### src/rtl/alu8_pkg.sv
// Shared widths, alu8 opcode map and result payload for the alu8 issue engine.
package alu8_pkg;

  localparam int unsigned DATA_W = 8;
  localparam int unsigned SEL_W  = 4;

  localparam logic [SEL_W-1:0] OP_ADD   = 4'd0;
  localparam logic [SEL_W-1:0] OP_SUB   = 4'd1;
  localparam logic [SEL_W-1:0] OP_AND   = 4'd2;
  localparam logic [SEL_W-1:0] OP_OR    = 4'd3;
  localparam logic [SEL_W-1:0] OP_XOR   = 4'd4;
  localparam logic [SEL_W-1:0] OP_NOT   = 4'd5;
  localparam logic [SEL_W-1:0] OP_SHL   = 4'd6;
  localparam logic [SEL_W-1:0] OP_SHR   = 4'd7;
  localparam logic [SEL_W-1:0] OP_INC   = 4'd8;
  localparam logic [SEL_W-1:0] OP_DEC   = 4'd9;
  localparam logic [SEL_W-1:0] OP_PASSA = 4'd10;
  localparam logic [SEL_W-1:0] OP_PASSB = 4'd11;

  // alu8 result word; the sequence tag travels beside it in the FIFO
  typedef struct packed {
    logic [DATA_W-1:0] y;
    logic              z;
    logic              c;
    logic              n;
  } alu_res_t;

endpackage

### src/rtl/alu8.sv
// Combinational 8-bit ALU; C is carry for add/inc, borrow for sub/dec, shifted-out bit for shifts.
module alu8
  import alu8_pkg::*;
(
  input  logic [DATA_W-1:0] a,
  input  logic [DATA_W-1:0] b,
  input  logic [SEL_W-1:0]  sel,
  output logic [DATA_W-1:0] y,
  output logic              z,
  output logic              c,
  output logic              n
);

  logic [DATA_W:0] wide;

  always_comb begin
    wide = '0;
    unique case (sel)
      OP_ADD:   wide = {1'b0, a} + {1'b0, b};
      OP_SUB:   wide = {1'b0, a} - {1'b0, b};
      OP_AND:   wide = {1'b0, a & b};
      OP_OR:    wide = {1'b0, a | b};
      OP_XOR:   wide = {1'b0, a ^ b};
      OP_NOT:   wide = {1'b0, ~a};
      OP_SHL:   wide = {a, 1'b0};
      OP_SHR:   wide = {a[0], 1'b0, a[DATA_W-1:1]};
      OP_INC:   wide = {1'b0, a} + 9'd1;
      OP_DEC:   wide = {1'b0, a} - 9'd1;
      OP_PASSA: wide = {1'b0, a};
      OP_PASSB: wide = {1'b0, b};
      default:  wide = '0;
    endcase
  end

  assign y = wide[DATA_W-1:0];
  assign c = wide[DATA_W];
  assign z = (wide[DATA_W-1:0] == '0);
  assign n = wide[DATA_W-1];

endmodule

### src/rtl/alu8_res_fifo.sv
// Shift-register result FIFO; entry 0 is the head and keeps its last value once the FIFO empties.
module alu8_res_fifo #(
  parameter int unsigned DEPTH = 2,
  parameter int unsigned W     = 8,
  localparam int unsigned CW   = $clog2(DEPTH + 1)
) (
  input  logic          clk,
  input  logic          rst,
  input  logic          push,
  input  logic [W-1:0]  din,
  input  logic          pop,
  output logic [W-1:0]  head,
  output logic [CW-1:0] count,
  output logic          not_empty
);

  logic [W-1:0]  mem   [DEPTH];
  logic [W-1:0]  mem_n [DEPTH];
  logic          pop_ok_c;
  logic [CW-1:0] wr_idx_c;
  logic [CW-1:0] count_n;

  assign pop_ok_c = pop && (count != '0);
  assign wr_idx_c = count - CW'(pop_ok_c);
  assign count_n  = count + CW'(push) - CW'(pop_ok_c);

  // Shift only when a successor exists so the head holds after the last pop
  always_comb begin
    for (int i = 0; i < DEPTH; i++) mem_n[i] = mem[i];
    if (pop_ok_c && (count > CW'(1))) begin
      for (int i = 0; i < DEPTH - 1; i++) mem_n[i] = mem[i + 1];
    end
    if (push) begin
      for (int i = 0; i < DEPTH; i++) begin
        if (CW'(i) == wr_idx_c) mem_n[i] = din;
      end
    end
  end

  always_ff @(posedge clk) begin
    if (rst) begin
      for (int i = 0; i < DEPTH; i++) mem[i] <= '0;
      count     <= '0;
      not_empty <= 1'b0;
    end else begin
      for (int i = 0; i < DEPTH; i++) mem[i] <= mem_n[i];
      count     <= count_n;
      not_empty <= (count_n != '0);
    end
  end

  assign head = mem[0];

endmodule

### src/rtl/alu8_issue_engine.sv
// Issues requests to alu8 from a registered operand stage and returns tagged results through a FIFO.
module alu8_issue_engine
  import alu8_pkg::*;
#(
  parameter int unsigned DEPTH = 2,
  parameter int unsigned TAG_W = 4
) (
  input  logic              clk,
  input  logic              rst,
  input  logic              in_valid,
  output logic              in_ready,
  input  logic [DATA_W-1:0] in_a,
  input  logic [DATA_W-1:0] in_b,
  input  logic [SEL_W-1:0]  in_sel,
  input  logic              in_acc,
  output logic              out_valid,
  input  logic              out_ready,
  output logic [DATA_W-1:0] out_y,
  output logic              out_z,
  output logic              out_c,
  output logic              out_n,
  output logic [TAG_W-1:0]  out_tag,
  output logic [DATA_W-1:0] acc,
  output logic [15:0]       op_count
);

  localparam int unsigned RES_W = $bits(alu_res_t);
  localparam int unsigned FW    = RES_W + TAG_W;
  localparam int unsigned CW    = $clog2(DEPTH + 1);
  localparam int unsigned OW    = CW + 1;

  logic              stage_valid;
  logic [DATA_W-1:0] stage_a;
  logic [DATA_W-1:0] stage_b;
  logic [SEL_W-1:0]  stage_sel;
  logic [TAG_W-1:0]  stage_tag;
  logic [TAG_W-1:0]  tag_q;

  logic [DATA_W-1:0] alu_y;
  logic              alu_z;
  logic              alu_c;
  logic              alu_n;

  logic              accept_c;
  logic              pop_c;
  logic [DATA_W-1:0] opa_c;
  logic [OW-1:0]     occ_nxt_c;
  logic [CW-1:0]     fifo_count;
  logic              fifo_valid;
  alu_res_t          push_res;
  alu_res_t          head_res;
  logic [FW-1:0]     fifo_din;
  logic [FW-1:0]     fifo_head;

  assign accept_c = in_valid && in_ready;
  assign pop_c    = fifo_valid && out_ready;

  // Forward the in-flight result so back-to-back chaining sees the fresh Y
  assign opa_c = !in_acc ? in_a : (stage_valid ? alu_y : acc);

  // Occupancy after this edge; registering its compare keeps out_ready off the in_ready path
  assign occ_nxt_c = OW'(fifo_count) + OW'(stage_valid) - OW'(pop_c) + OW'(accept_c);

  always_ff @(posedge clk) begin
    if (rst) begin
      stage_valid <= 1'b0;
      stage_a     <= '0;
      stage_b     <= '0;
      stage_sel   <= '0;
      stage_tag   <= '0;
      tag_q       <= '0;
      acc         <= '0;
      op_count    <= '0;
      in_ready    <= 1'b1;
    end else begin
      stage_valid <= accept_c;
      if (accept_c) begin
        stage_a   <= opa_c;
        stage_b   <= in_b;
        stage_sel <= in_sel;
        stage_tag <= tag_q;
        tag_q     <= tag_q + TAG_W'(1);
      end
      if (stage_valid) acc <= alu_y;
      if (pop_c && (op_count != 16'hFFFF)) op_count <= op_count + 16'd1;
      in_ready <= (occ_nxt_c < OW'(DEPTH));
    end
  end

  alu8 u_alu8 (
    .a   (stage_a),
    .b   (stage_b),
    .sel (stage_sel),
    .y   (alu_y),
    .z   (alu_z),
    .c   (alu_c),
    .n   (alu_n)
  );

  assign push_res = '{y: alu_y, z: alu_z, c: alu_c, n: alu_n};
  assign fifo_din = {stage_tag, push_res};

  alu8_res_fifo #(
    .DEPTH (DEPTH),
    .W     (FW)
  ) u_fifo (
    .clk       (clk),
    .rst       (rst),
    .push      (stage_valid),
    .din       (fifo_din),
    .pop       (pop_c),
    .head      (fifo_head),
    .count     (fifo_count),
    .not_empty (fifo_valid)
  );

  assign {out_tag, head_res} = fifo_head;
  assign out_y     = head_res.y;
  assign out_z     = head_res.z;
  assign out_c     = head_res.c;
  assign out_n     = head_res.n;
  assign out_valid = fifo_valid;

endmodule
### config.mk
export PLATFORM = sky130hd
export DESIGN_NAME = alu8_issue_engine
export DESIGN_NICKNAME = d
export VERILOG_FILES = /design/src/rtl/alu8_pkg.sv /design/src/rtl/alu8.sv /design/src/rtl/alu8_res_fifo.sv /design/src/rtl/alu8_issue_engine.sv
export SDC_FILE = /design/constraint.sdc
export NUM_CORES = 1
export LEC_CHECK = 0
export CAP_MARGIN = 20
export CORE_UTILIZATION = 40
export DETAILED_ROUTE_END_ITERATION = 6
export PLACE_DENSITY = 0.67
export REMOVE_ABC_BUFFERS = 1
export SLEW_MARGIN = 20
export SYNTH_ARGS = -nofsm -noshare
export SYNTH_HDL_FRONTEND = slang
export SYNTH_SLANG_ARGS = --single-unit
### constraint.sdc
create_clock -name clk -period 4.5 [get_ports clk]
set_clock_uncertainty 0.15 [all_clocks]
set_input_delay 0.675 -clock clk [delete_from_list [all_inputs] [get_ports clk]]
set_output_delay 0.675 -clock clk [all_outputs]
set_load 0.01 [all_outputs]
==> flow_summary_export.csv, run 1 <==
group,metric,value,unit
status,status,"finished, final reports clean",
sta,period_share,85.5,%
setup_path,worstPathRequired,4.53,ns
sta,rsz0062_at_grt,"no",
logic_synthesis,synth_edf_count,0,
logic_synthesis,syn_avg_cell_area,8.23,µm²
sta,holdWs,0.314,ns
power,leakagePower,2.35,nW
logic_synthesis,synth_common_cells,"dfxtp_1, nand2_1, nor2_1",
logic_synthesis,yosys_warnings,0,
logic_synthesis,yosys.area.top_type,"dfxtp_1",
floorplan,core,12700,µm²
placed_design,post-dp-hpwl,10200,µm
placed_design,gp_congestion,0.941,
detailed_routing,drcViolationCount,0,
power,clkPwrFrac,25.2,%
final_layout,drive_above_1_share,6.19,%
detailed_routing,postRouteAntennaNets,0,
final_layout,finalNetCount,731,
logic_synthesis,syn_area,5260,µm²
worst_hold_path,hp-class,"reg -> reg",
worst_hold_path,whs_path_depth,2,
floorplan,ioPinCount,66,
setup_path,critPathArrivalTime,3.88,ns
power,p_seq_share,31.0,%
power,internal-power,2.00,mW
grt,antenna_found_initial,0,
cts,post-cts-setup-buffers,0,
sta,slew-limit-headroom,30.1,%
cts,cts_tree,"built",
detailed_routing,drt_iter0_drc,295,
detailed_routing,routed_via_density,5.49,
power,power.switching,1.29,mW
placed_design,placed_area,5900,µm²
setup_path,start_kind,"register",
cts,cts_root_buffer,"clkbuf_16",
cts,cts_made_buffers,9,
detailed_routing,dr.pass1.iters,5,
power,peakVddDrop,224,µV
power,sw_frac_of_total,39.1,%
floorplan,dieArea,13600,µm²
logic_synthesis,yosysMostFrequentCell,"dfxtp_1",
cts,clk_pin_slew,0.07,ns
logic_synthesis,ys_seq_area_share,32.7,%
cts,clock_sinks,86,
sta,slew_viol_final,0,
logic_synthesis,syn_inst,639,
sta,finalSetupViolCount,0,
sta,finalHoldViolCount,0,
cts,h-tree-depth,3,
grt,grt_max_degree,75,
setup_path,crit_slowest_cell,"nor2_1",
grt,grt.overflow.total,0,
sta,period_needed,3.85,ns
logic_synthesis,yosysTopAreaCellShare,32.7,%
final_layout,final_area,6230,µm²
power,power_density,527,nW/µm²
floorplan,core.rowCount,41,
setup_path,max_stage_delay,0.54,ns
floorplan,die_h,117,µm
grt,grt_pass1_vias,4467,
run,drv_cap,0,
setup_path,worstPathMaxFanout,18,
cts,clkLatencyLatePin,0.35,ns
placed_design,port_buffers,65,
power,power,3.28,mW
final_layout,diodes,0,
setup_path,r2r_cells,10,
sta,tns,0,ns
floorplan,fp.dieW,117,µm
logic_synthesis,synth_cell_type_count,71,
setup_path,path_cells,"nor2_1 -> nand2_1 -> o22ai_1 -> ha_1 -> nor2b_1 -> o31a_1 -> o41ai_1 -> mux2i_1 -> and2_1 -> a221oi_1",
power,p_comb_share,43.8,%
sta,fmax,0.260,GHz
final_layout,fillers,1278,
logic_synthesis,synth_area_leaders,"dfxtp_1, ha_1, nand2_1",
detailed_routing,vias,4667,
detailed_routing,wire_per_inst,16.5,µm
setup_path,critPathKind,"reg -> reg",
setup_path,critPathCaptureType,"register",
logic_synthesis,ys.flop_type,"dfxtp_1",
detailed_routing,wl,14000,µm
grt,grt_pass1_wl,22900,µm
logic_synthesis,async_reset_ff_share,0,%
sta,worstMarginPinSlew,1.04,ns
final_layout,area_growth,18.5,%
logic_synthesis,synth-seq-cells,86,
floorplan,start_util,41.4,%
cts,cts_resized,0,
grt,track_usage,21.9,%
cts,hold_buffers,0,
cts,cts.path.max_buffers,2,
[path summary, 6_finish.rpt]
path / end / slack, ns / from
setup / recovery: u_fifo.mem[0][0] / 0.65 / stage_sel[1]
hold / removal: u_fifo.mem[0][27] / 0.31 / u_fifo.mem[0][27]
setup reg to reg: u_fifo.mem[0][0] / 0.65 / stage_sel[1]
hold reg to reg: u_fifo.mem[0][27] / 0.31 / u_fifo.mem[0][27]
[sequential cells by signal, summed over array words and instances, names as in the netlist]
name and flops:
stage_b 8, u_fifo.count 2, u_fifo.not_empty 1, stage_valid 1, op_count 16, stage_tag 4
stage_a 8, acc 8, stage_sel 4, tag_q 4, in_ready 1, u_fifo.mem 29
[stage by stage]
stage	util (%)	setup slack [ns]	instances
finish	49.0	0.651	850
global placement	46.4	0.843	834
detailed placement	46.4	0.698	834
global route	49.0	0.398	850
CTS	49.0	0.675	850
floorplan	-	0.991	589
[metal layers]
layer | global-route usage (%) | routed length [µm]
met1 | 30.1 | 7050
met2 | 33.7 | 6200
met3 | 3.79 | 551
met4 | 9.37 | 241
met5 | 0 | 0
[cells in the final DEF, fill, tap and decap left out, types with 3 or more instances in the layout]
master and count:
a211o_1 3, a211oi_1 29, a21o_1 3, a21oi_1 42, a221oi_1 6, a22oi_1 5, a311oi_1 4, a31oi_1 3
and2_1 5, and3_1 6, buf_4 8, clkbuf_16 9, clkdlybuf4s50_1 64, dfxtp_1 86, ha_1 31, inv_1 29
mux2_2 8, mux2i_1 21, nand2_1 75, nand2b_1 6, nand3_1 15, nand3b_1 3, nand4_1 9, nor2_1 70
nor2b_1 12, nor3_1 9, nor3b_1 4, nor4_1 4, o21ai_0 13, o21ai_1 5, o22ai_1 4, or3_1 5
or3b_1 3, xnor2_1 13, xor2_1 14
[layout make-up]
cell class	instances	area [µm²]	share of cell area [%]
multi-input cells	474	3150	50.6
clock inverters	5	88.8	1.42
repair buffers	73	706	11.3
inverters	29	109	1.75
well taps	172	215	3.45
clock buffers	11	243	3.89
flip-flops and latches	86	1720	27.6
[worst max-delay path, delay by kind of cell, from the launching register on]
family / cells / cell delay, ns
adder cells (fa/ha/maj): 1 / 0.29
flip-flops: 1 / 0.49
multiplexers: 1 / 0.42
AO/OA/AOI/OAI: 4 / 1.10
AND/OR/NAND/NOR: 4 / 1.23
[kinds of logic (layout without fill, tap and decap cells)]
| logic type | count (synthesis) | count (layout) | share of synthesized area (%) |
|---|---|---|---|
| DFF | 86 | 86 | 32.7 |
| adders and majority gates | 33 | 33 | 8.13 |
| AOI/OAI and AO/OA | 140 | 140 | 18.1 |
| muxes | 31 | 31 | 6.35 |
| xor gates and xnor gates | 27 | 27 | 4.49 |
| buffers and inverters | 79 | 118 | 7.37 |
| and+or+nand+nor | 243 | 243 | 22.8 |
[power by group through the flow]
stage               sequential, mW  clock [mW]  combinational (mW)
CTS                           1.02       0.845                1.44
finish                        1.02       0.828                1.44
global placement              1.03           0                1.43
floorplan                     1.02           0               0.960
detailed placement            1.03           0                1.43
global route                  1.04       0.880                1.61
(Power assumes the default switching activity.)
==> inputs of run 2 (changes only) <==
--- a/config.mk
+++ b/config.mk
@@ -8,6 +8,7 @@
 export CAP_MARGIN = 20
 export CORE_UTILIZATION = 40
 export DETAILED_ROUTE_END_ITERATION = 6
+export GPL_ROUTABILITY_DRIVEN = 0
 export PLACE_DENSITY = 0.67
 export REMOVE_ABC_BUFFERS = 1
 export SLEW_MARGIN = 20
==> run 2 against run 1 <==
  * Critical path depth unchanged
  * Clock-buffer cell count decreased by 2
  * Largest power group unchanged
  * Sequential power decreased by 4%
  * Critical endpoint unchanged
  * Die area unchanged
  * Via count increased by 2.4%
  * Wire length decreased by 1.9%
  * Non-clock buffer count increased by 3
  * Largest cell class unchanged
  * Utilization decreased by 0.079 points
  * Maximum frequency increased by 7.9%
==> flow_summary_export.csv, run 2 (synthesis results as in run 1) <==
group,metric,value,unit
status,status,"finished, final reports clean",
grt,antenna_found_initial,0,
final_layout,final_cell_mix,"dfxtp_1, nand2_1, nor2_1, clkdlybuf4s50_1, a21oi_1",
sta,rsz0062_at_grt,"no",
cts,clk_pin_slew,0.07,ns
setup_path,start_kind,"register",
sta,finalHoldViolCount,0,
floorplan,start_util,41.4,%
grt,grt_max_degree,75,
power,power_density,515,nW/µm²
detailed_routing,wl,13800,µm
detailed_routing,postRouteAntennaNets,0,
detailed_routing,drcViolationCount,0,
final_layout,seqCellArea,1720,µm²
detailed_routing,wire_per_inst,16.2,µm
setup_path,critPathCaptureType,"register",
placed_design,port_buffers,65,
cts,cts_made_buffers,9,
floorplan,fp.dieW,117,µm
sta,worst_slack,0.932,ns
sta,finalSetupViolCount,0,
sta,tns,0,ns
setup_path,worstPathRequired,4.54,ns
cts,clock_sinks,86,
worst_hold_path,hp-class,"reg -> reg",
sta,worstMarginPinSlew,1.08,ns
cts,hold_buffers,0,
power,leakagePower,2.35,nW
cts,cts_resized,0,
setup_path,crit_slowest_cell,"nor2_1",
setup_path,r2r_cells,10,
setup_path,max_stage_delay,0.50,ns
sta,fmax,0.280,GHz
grt,grt.overflow.total,0,
final_layout,drive_above_1_share,6.75,%
setup_path,critPathArrivalTime,3.61,ns
final_layout,finalNetCount,734,
sta,period_share,79.3,%
power,peakVddDrop,230,µV
floorplan,ioPinCount,66,
setup_path,critPathKind,"reg -> reg",
final_layout,reg_top3,"u_fifo.mem x29, op_count x16",
run,drv_cap,0,
setup_path,critPathTopFamily,"simple AND/OR/NAND/NOR gates",
detailed_routing,routed_via_density,5.60,
floorplan,dieArea,13600,µm²
final_layout,top_register,"u_fifo.mem",
detailed_routing,dr.pass1.iters,7,
setup_path,worstPathMaxFanout,9,
floorplan,core.rowCount,41,
setup_path,path_cells,"nor2_1 -> nand2_1 -> o22ai_1 -> ha_1 -> nor2b_1 -> o31a_1 -> o41ai_1 -> mux2i_1 -> and2_1 -> a221oi_1",
worst_hold_path,whs_path_depth,2,
cts,post-cts-setup-buffers,0,
detailed_routing,vias,4780,
placed_design,placed_area,5930,µm²
floorplan,core,12700,µm²
detailed_routing,drt_iter0_drc,336,
sta,slew-limit-headroom,27.6,%
placed_design,post-dp-hpwl,10000,µm
cts,clkLatencyLatePin,0.35,ns
final_layout,multi_input_area,3150,µm²
floorplan,die_h,117,µm
grt,grt_pass1_wl,22400,µm
cts,cts_tree,"built",
final_layout,diodes,0,
cts,cts.path.max_buffers,2,
final_layout,final_common_cell,"dfxtp_1",
grt,grt_pass1_vias,4531,
placed_design,pre_cts_slack,1.02,ns
setup_path,crit_cells,10,
final_layout,largest_register_ffs,29,
final_layout,final_area,6220,µm²
setup_path,crit_buf_inv,0,
sta,slew_viol_final,0,
final_layout,fillers,1282,
grt,track_usage,21.4,%
final_layout,area_growth,18.3,%
cts,cts_root_buffer,"clkbuf_16",
cts,h-tree-depth,3,
sta,period_needed,3.57,ns
sta,holdWs,0.309,ns
-- run 2: final cells by class --
type | instances | area share [%]
well taps | 172 | 3.46
repair buffers | 76 | 11.7
clock buffers | 9 | 3.62
flip-flops and latches | 86 | 27.7
multi-input cells | 474 | 50.6
inverters | 29 | 1.75
clock inverters | 7 | 1.19
-- run 2: per-stage QoR --
stage	instances	util, %	power [mW]
2_1_floorplan	589	-	1.98
3_3_place_gp	837	46.6	2.41
3_5_place_dp	837	46.6	2.45
4_1_cts	853	48.9	3.21
5_1_grt	853	48.9	3.42
6_report	853	48.9	3.21
-- run 2: worst register-to-register path, cell delays in order (launching register included) --
cell      delay (ns)
dfxtp_1         0.32
nor2_1          0.50
nand2_1         0.32
o22ai_1         0.30
ha_1            0.28
nor2b_1         0.14
o31a_1          0.29
o41ai_1         0.39
mux2i_1         0.36
and2_1          0.24
a221oi_1        0.10
-- run 2: power by group --
part	internal (mW)	leakage [nW]	total, mW	switching, mW
clock	0.394	0.148	0.750	0.356
sequential	0.870	0.702	0.982	0.112
combinational	0.625	1.51	1.47	0.849
total	1.89	2.35	3.21	1.32
-- run 2: final timing paths --
path / to / slack, ns / startpoint
hold / removal: u_fifo.mem[0][27] / 0.31 / u_fifo.mem[0][27]
hold reg to reg: u_fifo.mem[0][27] / 0.31 / u_fifo.mem[0][27]
setup reg to reg: u_fifo.mem[0][0] / 0.93 / stage_sel[1]
setup / recovery: u_fifo.mem[0][0] / 0.93 / stage_sel[1]
-- run 2: metal layers --
metal	vias to the layer above	GRT usage (%)	share of wire (%)
met4	0	9.11	2.8
met1	2260	28.7	47
met5	-	0	0
li1	2334	-	-
met3	34	4.83	6.4
met2	152	32.9	44
